[src/rtl/periph_pkg.sv]
// Shared owner encodings, peripheral register map and bus-request bundle for the peripheral bus.
package periph_pkg;

  localparam logic [1:0] OWN_NONE = 2'd0;
  localparam logic [1:0] OWN_M0   = 2'd1;
  localparam logic [1:0] OWN_M1   = 2'd2;

  localparam logic [31:0] ADDR_TH       = 32'h4000_0000;
  localparam logic [31:0] ADDR_TL       = 32'h4000_0004;
  localparam logic [31:0] ADDR_TCON     = 32'h4000_0008;
  localparam logic [31:0] ADDR_LED      = 32'h4000_000C;
  localparam logic [31:0] ADDR_SWITCH   = 32'h4000_0010;
  localparam logic [31:0] ADDR_DIGI     = 32'h4000_0014;
  localparam logic [31:0] ADDR_UART_TXD = 32'h4000_0018;
  localparam logic [31:0] ADDR_UART_RXD = 32'h4000_001C;
  localparam logic [31:0] ADDR_UART_CON = 32'h4000_0020;

  typedef struct packed {
    logic        rd;
    logic        wr;
    logic [31:0] addr;
    logic [31:0] wdata;
  } bus_req_t;

endpackage

[src/rtl/periph_bus_arbiter_rr_pick2.sv]
// Two-way round-robin pick: a lone requester wins, a tie goes to the one that was not served last.
// Purely combinational; valid is low when nobody requests.
module rr_pick2 (
  input  logic [1:0] req,
  input  logic       last,
  output logic       pick,
  output logic       valid
);

  always_comb begin
    valid = |req;
    pick  = req[1];
    if (&req) pick = ~last;
  end

endmodule

[src/rtl/periph_bus_arbiter.sv]
// Two-master peripheral bus arbiter: round-robin with bounded locked bursts, optional idle park on M0.
// Owner gets zero-wait access; a non-owner is granted on the next cycle at earliest.
module periph_bus_arbiter
  import periph_pkg::*;
#(
  parameter int MAX_HOLD = 4,
  parameter bit PARK_M0  = 1'b1
) (
  input  logic        clk,
  input  logic        reset,
  input  logic        m0_req,
  input  logic        m1_req,
  input  logic        m0_lock,
  input  logic        m1_lock,
  input  logic        m0_rd,
  input  logic        m0_wr,
  input  logic        m1_rd,
  input  logic        m1_wr,
  input  logic [31:0] m0_addr,
  input  logic [31:0] m1_addr,
  input  logic [31:0] m0_wdata,
  input  logic [31:0] m1_wdata,
  output logic        m0_gnt,
  output logic        m1_gnt,
  output logic        m0_ack,
  output logic        m1_ack,
  output logic [31:0] m0_rdata,
  output logic [31:0] m1_rdata,
  output logic        p_rd,
  output logic        p_wr,
  output logic [31:0] p_addr,
  output logic [31:0] p_wdata,
  input  logic [31:0] p_rdata
);

  localparam int            HW         = $clog2(MAX_HOLD + 1);
  localparam logic [1:0]    IDLE_OWNER = PARK_M0 ? OWN_M0 : OWN_NONE;
  localparam logic [HW-1:0] HOLD_SAT   = HW'(MAX_HOLD);
  localparam logic [HW-1:0] HOLD_LIM   = HW'(MAX_HOLD - 1);

  logic [1:0]    owner, owner_nxt;
  logic          last, last_nxt, last_eff;
  logic [HW-1:0] hold_cnt, hold_nxt;
  logic          own_req, own_lock, oth_req, keep;
  logic          pick, pick_vld;
  bus_req_t      m0_bus, m1_bus, sel_bus;

  assign m0_bus = '{rd: m0_rd, wr: m0_wr, addr: m0_addr, wdata: m0_wdata};
  assign m1_bus = '{rd: m1_rd, wr: m1_wr, addr: m1_addr, wdata: m1_wdata};

  always_comb begin
    own_req  = 1'b0;
    own_lock = 1'b0;
    oth_req  = 1'b0;
    case (owner)
      OWN_M0: begin own_req = m0_req; own_lock = m0_lock; oth_req = m1_req; end
      OWN_M1: begin own_req = m1_req; own_lock = m1_lock; oth_req = m0_req; end
      default: ;
    endcase
  end

  // An owner served this cycle is the most recent grantee, so a waiting peer wins the next tie.
  assign last_eff = own_req ? (owner == OWN_M1) : last;
  assign keep     = own_req & own_lock & (~oth_req | (hold_cnt < HOLD_LIM));

  rr_pick2 u_pick (
    .req   ({m1_req, m0_req}),
    .last  (last_eff),
    .pick  (pick),
    .valid (pick_vld)
  );

  always_ff @(posedge clk) begin
    if (reset) begin
      owner    <= IDLE_OWNER;
      last     <= 1'b1;
      hold_cnt <= '0;
    end else begin
      owner    <= owner_nxt;
      last     <= last_nxt;
      hold_cnt <= hold_nxt;
    end
  end

  always_comb begin
    owner_nxt = owner;
    last_nxt  = last_eff;
    hold_nxt  = '0;
    if (keep) begin
      if (oth_req) hold_nxt = (hold_cnt == HOLD_SAT) ? hold_cnt : hold_cnt + 1'b1;
    end else if (pick_vld) begin
      owner_nxt = pick ? OWN_M1 : OWN_M0;
      last_nxt  = pick;
    end else begin
      owner_nxt = IDLE_OWNER;
      if (PARK_M0) last_nxt = 1'b0;
    end
  end

  always_comb begin
    sel_bus  = '0;
    m0_ack   = 1'b0;
    m1_ack   = 1'b0;
    m0_rdata = '0;
    m1_rdata = '0;
    if (!reset && own_req) begin
      if (owner == OWN_M1) begin
        sel_bus  = m1_bus;
        m1_ack   = 1'b1;
        m1_rdata = p_rdata;
      end else begin
        sel_bus  = m0_bus;
        m0_ack   = 1'b1;
        m0_rdata = p_rdata;
      end
    end
  end

  assign p_rd    = sel_bus.rd;
  assign p_wr    = sel_bus.wr;
  assign p_addr  = sel_bus.addr;
  assign p_wdata = sel_bus.wdata;
  assign m0_gnt  = (owner == OWN_M0);
  assign m1_gnt  = (owner == OWN_M1);

endmodule

[config.mk]
export PLATFORM = sky130hd
export DESIGN_NAME = periph_bus_arbiter
export DESIGN_NICKNAME = d
export VERILOG_FILES = /design/src/rtl/periph_pkg.sv /design/src/rtl/periph_bus_arbiter_rr_pick2.sv /design/src/rtl/periph_bus_arbiter.sv
export SDC_FILE = /design/constraint.sdc
export NUM_CORES = 1
export LEC_CHECK = 0
export CORE_AREA = 2 2 119 121
export DETAILED_ROUTE_END_ITERATION = 16
export DIE_AREA = 0 0 121 123
export SETUP_SLACK_MARGIN = 0.5
export SLEW_MARGIN = 15
export SYNTH_ARGS = -nofsm -noshare
export SYNTH_HDL_FRONTEND = slang
export SYNTH_HIERARCHICAL = 1
export SYNTH_SLANG_ARGS = --single-unit
[constraint.sdc]
create_clock -name clk -period 4.35 [get_ports clk]
set_input_delay 1.0875 -clock clk [delete_from_list [all_inputs] [get_ports clk]]
set_output_delay 1.0875 -clock clk [all_outputs]
set_load 0.02 [all_outputs]
Word-level counts from Yosys, hierarchy flattened
Index checks and enable logic that the tools add are counted.

Add/sub/neg operators: 1. Magnitude comparators: 1. Bitwise gates (word level): 6. Muxes and demuxes: 19. Eq/ne operators: 3. Reductions and logical operators: 5.

Operator list (number): $mux W66 (2); $mux W32 (4); $mux W1 (8); $pmux W1 S2 (3); $mux W2 (2); $add A3 B1 Y3 const B (1); $eq A3 B3 Y1 const B (1); $lt A3 B2 Y1 const B (1); $not A1 Y1 (3); $reduce_or A3 Y1 (1); $and A1 B1 Y1 (2); $eq A2 B1 Y1 const B (1); $eq A2 B2 Y1 const B (1); $reduce_and A2 Y1 (1); $reduce_or A2 Y1 (1); $logic_and A1 B1 Y1 (1); $logic_not A1 Y1 (1); $or A1 B1 Y1 (1).

Input port bits: 170. Output and inout port bits: 134. Word-level logic and storage cells: 38. Bits in registers: 6.

Depth between registers and ports, before layout
Gate-level depths: netlist of the first run.

Depth after elaboration: 7. Mapped depth: 10. Mapped depth without buffers: 9.

Cells and area by module
Netlist of the first run, hierarchy kept.

By module, submodules not included: periph_bus_arbiter (area an instance 1861.8 um^2, times used 1, cells an instance 266, sequential area each 120.1 um^2); rr_pick2 (area an instance 13.8 um^2, times used 1, cells an instance 2, sequential area each 0.0 um^2).

Worst setup path after synthesis of the first run
OpenSTA, ideal clock, no wires.

Path kind: in2out. Start: input port reset. End: output port p_addr[23]. Buffers on the path: 4. Arrival time: 2.316 ns. Stages on the path: 6. Setup slack: 0.947 ns. Required time: 3.263 ns. Cell sequence: clkbuf_1 > or3_1 > clkbuf_1 > buf_6 > buf_6 > nor2_1.

Word-level cells in the longest chain between the ends: 3.

Ends and longest elaborated chain: from (decl) (line periph_bus_arbiter.sv:10) `input logic reset,`; $logic_not A1 Y1 (line periph_bus_arbiter.sv:106) `if (!reset && own_req) begin`; $logic_and A1 B1 Y1 (line periph_bus_arbiter.sv:106); $mux W66 (line periph_bus_arbiter.sv:106); to (decl) (line periph_bus_arbiter.sv:31) `output logic [31:0] p_addr,`.

Every way passes these cells.

Worst setup path in the final report of the first run
Start: input port reset. End: output port p_addr[24].

The elaborated chain is that of the path after synthesis.

==> metrics.txt, run 1 <==
status=complete, no violations; Overflow after GRT=0; routed length on met1=4.24 mm; Synth async-reset ratio=0; TritonCTS clock tree=built; synth top area cells=mux2i_1 (37%), nor2_1 (14%), and2_1 (11%); Iteration-0 DRC Markers=86; met2 WL=5.97 mm; Mapped Area=1880 µm²; area share of the largest cell type after synthesis=0.368; P&R area growth vs syn=168%; Syn. warnings=6; Root Driver=clkbuf_16; met3 wire len=759 µm; Storage cell area=120 µm²; main flop type after synthesis=dfxtp_1; delay-heaviest family, CP=buffers and inverters; fillers=1,421; Finish-stage setup viols=0; Max Buffers Root-to-Sink=2; diodes inserted=0; CP max stage cell=clkdlybuf4s50_1; final core occ=0.369; Die W=121 µm; total CTS buffers=3; Detailed Place HPWL=8.92 mm; most common cell in the netlist=nor2_1; vias in the first global route=3,146; drt first pass iters=4; dpl ws=-6.56 ps; relative slew slack=0.497; worst-path maximum fanout=33; Netlist cell types=29; mean area per synthesized cell=7.00 µm²; core area=13,600 µm²; Min-Delay Path Class=reg2reg; pwr dens=131 nW/µm²; DR WL/cell=15.1 µm; I/O pin cnt=304; crit-path cells=clkdlybuf4s50_1 > or3_4 > bufbuf_16 > nor2_1 > clkdlybuf4s15_2; Buf/Inv on CP=3; gr usage total=0.132; detailed-route via count=3,013; DRT antenna net count=0; multi-input logic area=1640 µm²; Worst-path clk slew=30 ps; #FFs+latches synth=6; fin worst setup slack=559 ps; final setup TNS=0 ps; # clock sinks=6; share of post-route cells with drive strength above 1=0.156; first-pass GRT wire length=15.8 mm; IO Port Bufs=303; Peak VDD IR=0.000142 V; initial antenna violation count=0; f_max=264 MHz; Synth Instances=268; highest metal used=met4; crit share post-route=0.871; Remaining DRCs=0; Max Slew Vio Count=0; CTS H-tree lvls=1; # hold bufs at CTS=0; Critical Path RT=3260 ps; Slew @ Worst Pin=754 ps; Rows=43; Worst-Skew Late Latency=230 ps; RSZ-0062 raised after global routing=false; cell taking the most area after synthesis=mux2i_1; GPL Wtd Cong=0.833; die outline area=14,900 µm²; Layout Nets=735; detailed-route wire length=11.1 mm; total leakage power=2.22 nW; drt via density=4.08; Setup CP Type=in2out; crit end category=output pin; Max stage delay on crit path=450 ps; arrival time worst endpoint=2700 ps; Post-synth top cells=nor2_1 (71), mux2i_1 (69), and2_1 (33); largest net degree at the start of global routing=58; Startpoint Class=primary input; post-synthesis sequential area ratio=0.0640; Die Y=123 µm; Syn Nets=442; final hold vios=0; minimum clock period=3790 ps; clock skew=0.858 ps; number of synthesized flops with an enable pin=0; Max Cap Viol=0; Initial Util=0.138
[placed cells by master, fill, tap and decap left out, drive strengths merged]
cell	n
nor3	4
bufbuf	1
or2	1
clkbuf	35
or4b	1
nand2	2
a2111oi	1
nor2	71
a22o	1
o21ai	1
inv	4
mux2i	69
nand3b	1
ha	4
a22oi	2
and3	32
nor4	1
xnor2	1
clkdlybuf4s50	169
dfxtp	6
a21oi	1
dlygate4sd2	35
buf	29
and2	33
or3	1
a21boi	1
clkdlybuf4s15	49
a21o	1
mux2	2
[worst min-delay path: stages (launching register included)]
cell and delay (ps):
dfxtp_1 320, nor2_1 110, mux2i_1 70
[where the power goes]
group / leakage [nW] / internal (W) / total (W) / switching (W)
Sequential: 0.0491 / 0.0000583 / 0.0000600 / 0.00000177
Combinational: 2.13 / 0.000251 / 0.000448 / 0.000196
Clock: 0.0370 / 0.000118 / 0.000149 / 0.0000309
Total: 2.22 / 0.000428 / 0.000657 / 0.000229
[layer usage]
metal	vias up	GRT usage
li1	1493	-
met1	1382	0.144
met2	126	0.261
met3	12	0.0309
met4	0	0.0240
met5	-	0
[sequential cells by signal (all words and copies together), names as in the netlist]
name / cells
hold_cnt: 3
owner: 2
last: 1
[worst paths after layout]
kind	startpoint	to	slack (ps)	cells past startpoint
worst min-delay path	owner[0]$_SDFFE_PP1N_	owner[0]$_SDFFE_PP1N_	560	2
worst max register to register	owner[0]$_SDFFE_PP1N_	owner[1]$_SDFFE_PP0N_	1850	6
worst min register to register	owner[0]$_SDFFE_PP1N_	owner[0]$_SDFFE_PP1N_	560	2
worst max-delay path	reset	p_addr[24]	560	5
[area by class of cell]
cell class                 count  area share
sequential                     6      0.0239
timing repair buffer         315       0.587
multi-input combinational    231       0.327
inverter                       4     0.00299
tap                          180      0.0449
clock buffer                   3      0.0150
[what timing repair did]
| item | CTS | global route |
|---|---|---|
| gates cloned | 1 | 1 |
| hold endpoints to repair | 0 | 0 |
| endpoints found under the setup margin | 132 | 91 |
| resized for setup | 217 | 99 |
| buffers inserted | 0 | 1 |
| pin swaps | 0 | 2 |
[kinds of logic after synthesis]
logic type,count (synthesis),share of synthesized area
muxes,71,0.380
AOI/OAI and AO/OA,8,0.0480
adders and majority gates,4,0.0267
and+or+nand+nor,147,0.396
xor gates and xnor gates,1,0.00467
buffers and inverters,31,0.0801
DFF,6,0.0640
[metrics by stage]
| step | power, W | cell area, µm² | hold WS, ps | cells |
|---|---|---|---|---|
| final | 0.000657 | 5020 | 555 | 739 |
| after global routing | 0.000696 | 5020 | 582 | 739 |
| after CTS | 0.000667 | 5180 | 560 | 737 |
| after detailed placement | 0.000532 | 5140 | 555 | 733 |
| after global placement | 0.000527 | 5140 | 522 | 733 |
| after floorplan | 0.000239 | 1880 | 508 | 268 |
Power figures use the tool's default switching activity.
==> run 2: changes to the inputs <==
--- a/config.mk
+++ b/config.mk
@@ -5,6 +5,7 @@
 export SDC_FILE = /design/constraint.sdc
 export NUM_CORES = 1
 export LEC_CHECK = 0
+export CAP_MARGIN = 25
 export CORE_AREA = 2 2 119 121
 export DETAILED_ROUTE_END_ITERATION = 16
 export DIE_AREA = 0 0 121 123
==> results of run 2 <==
The final DEF is identical to that of run 1; final timing and power are the same.
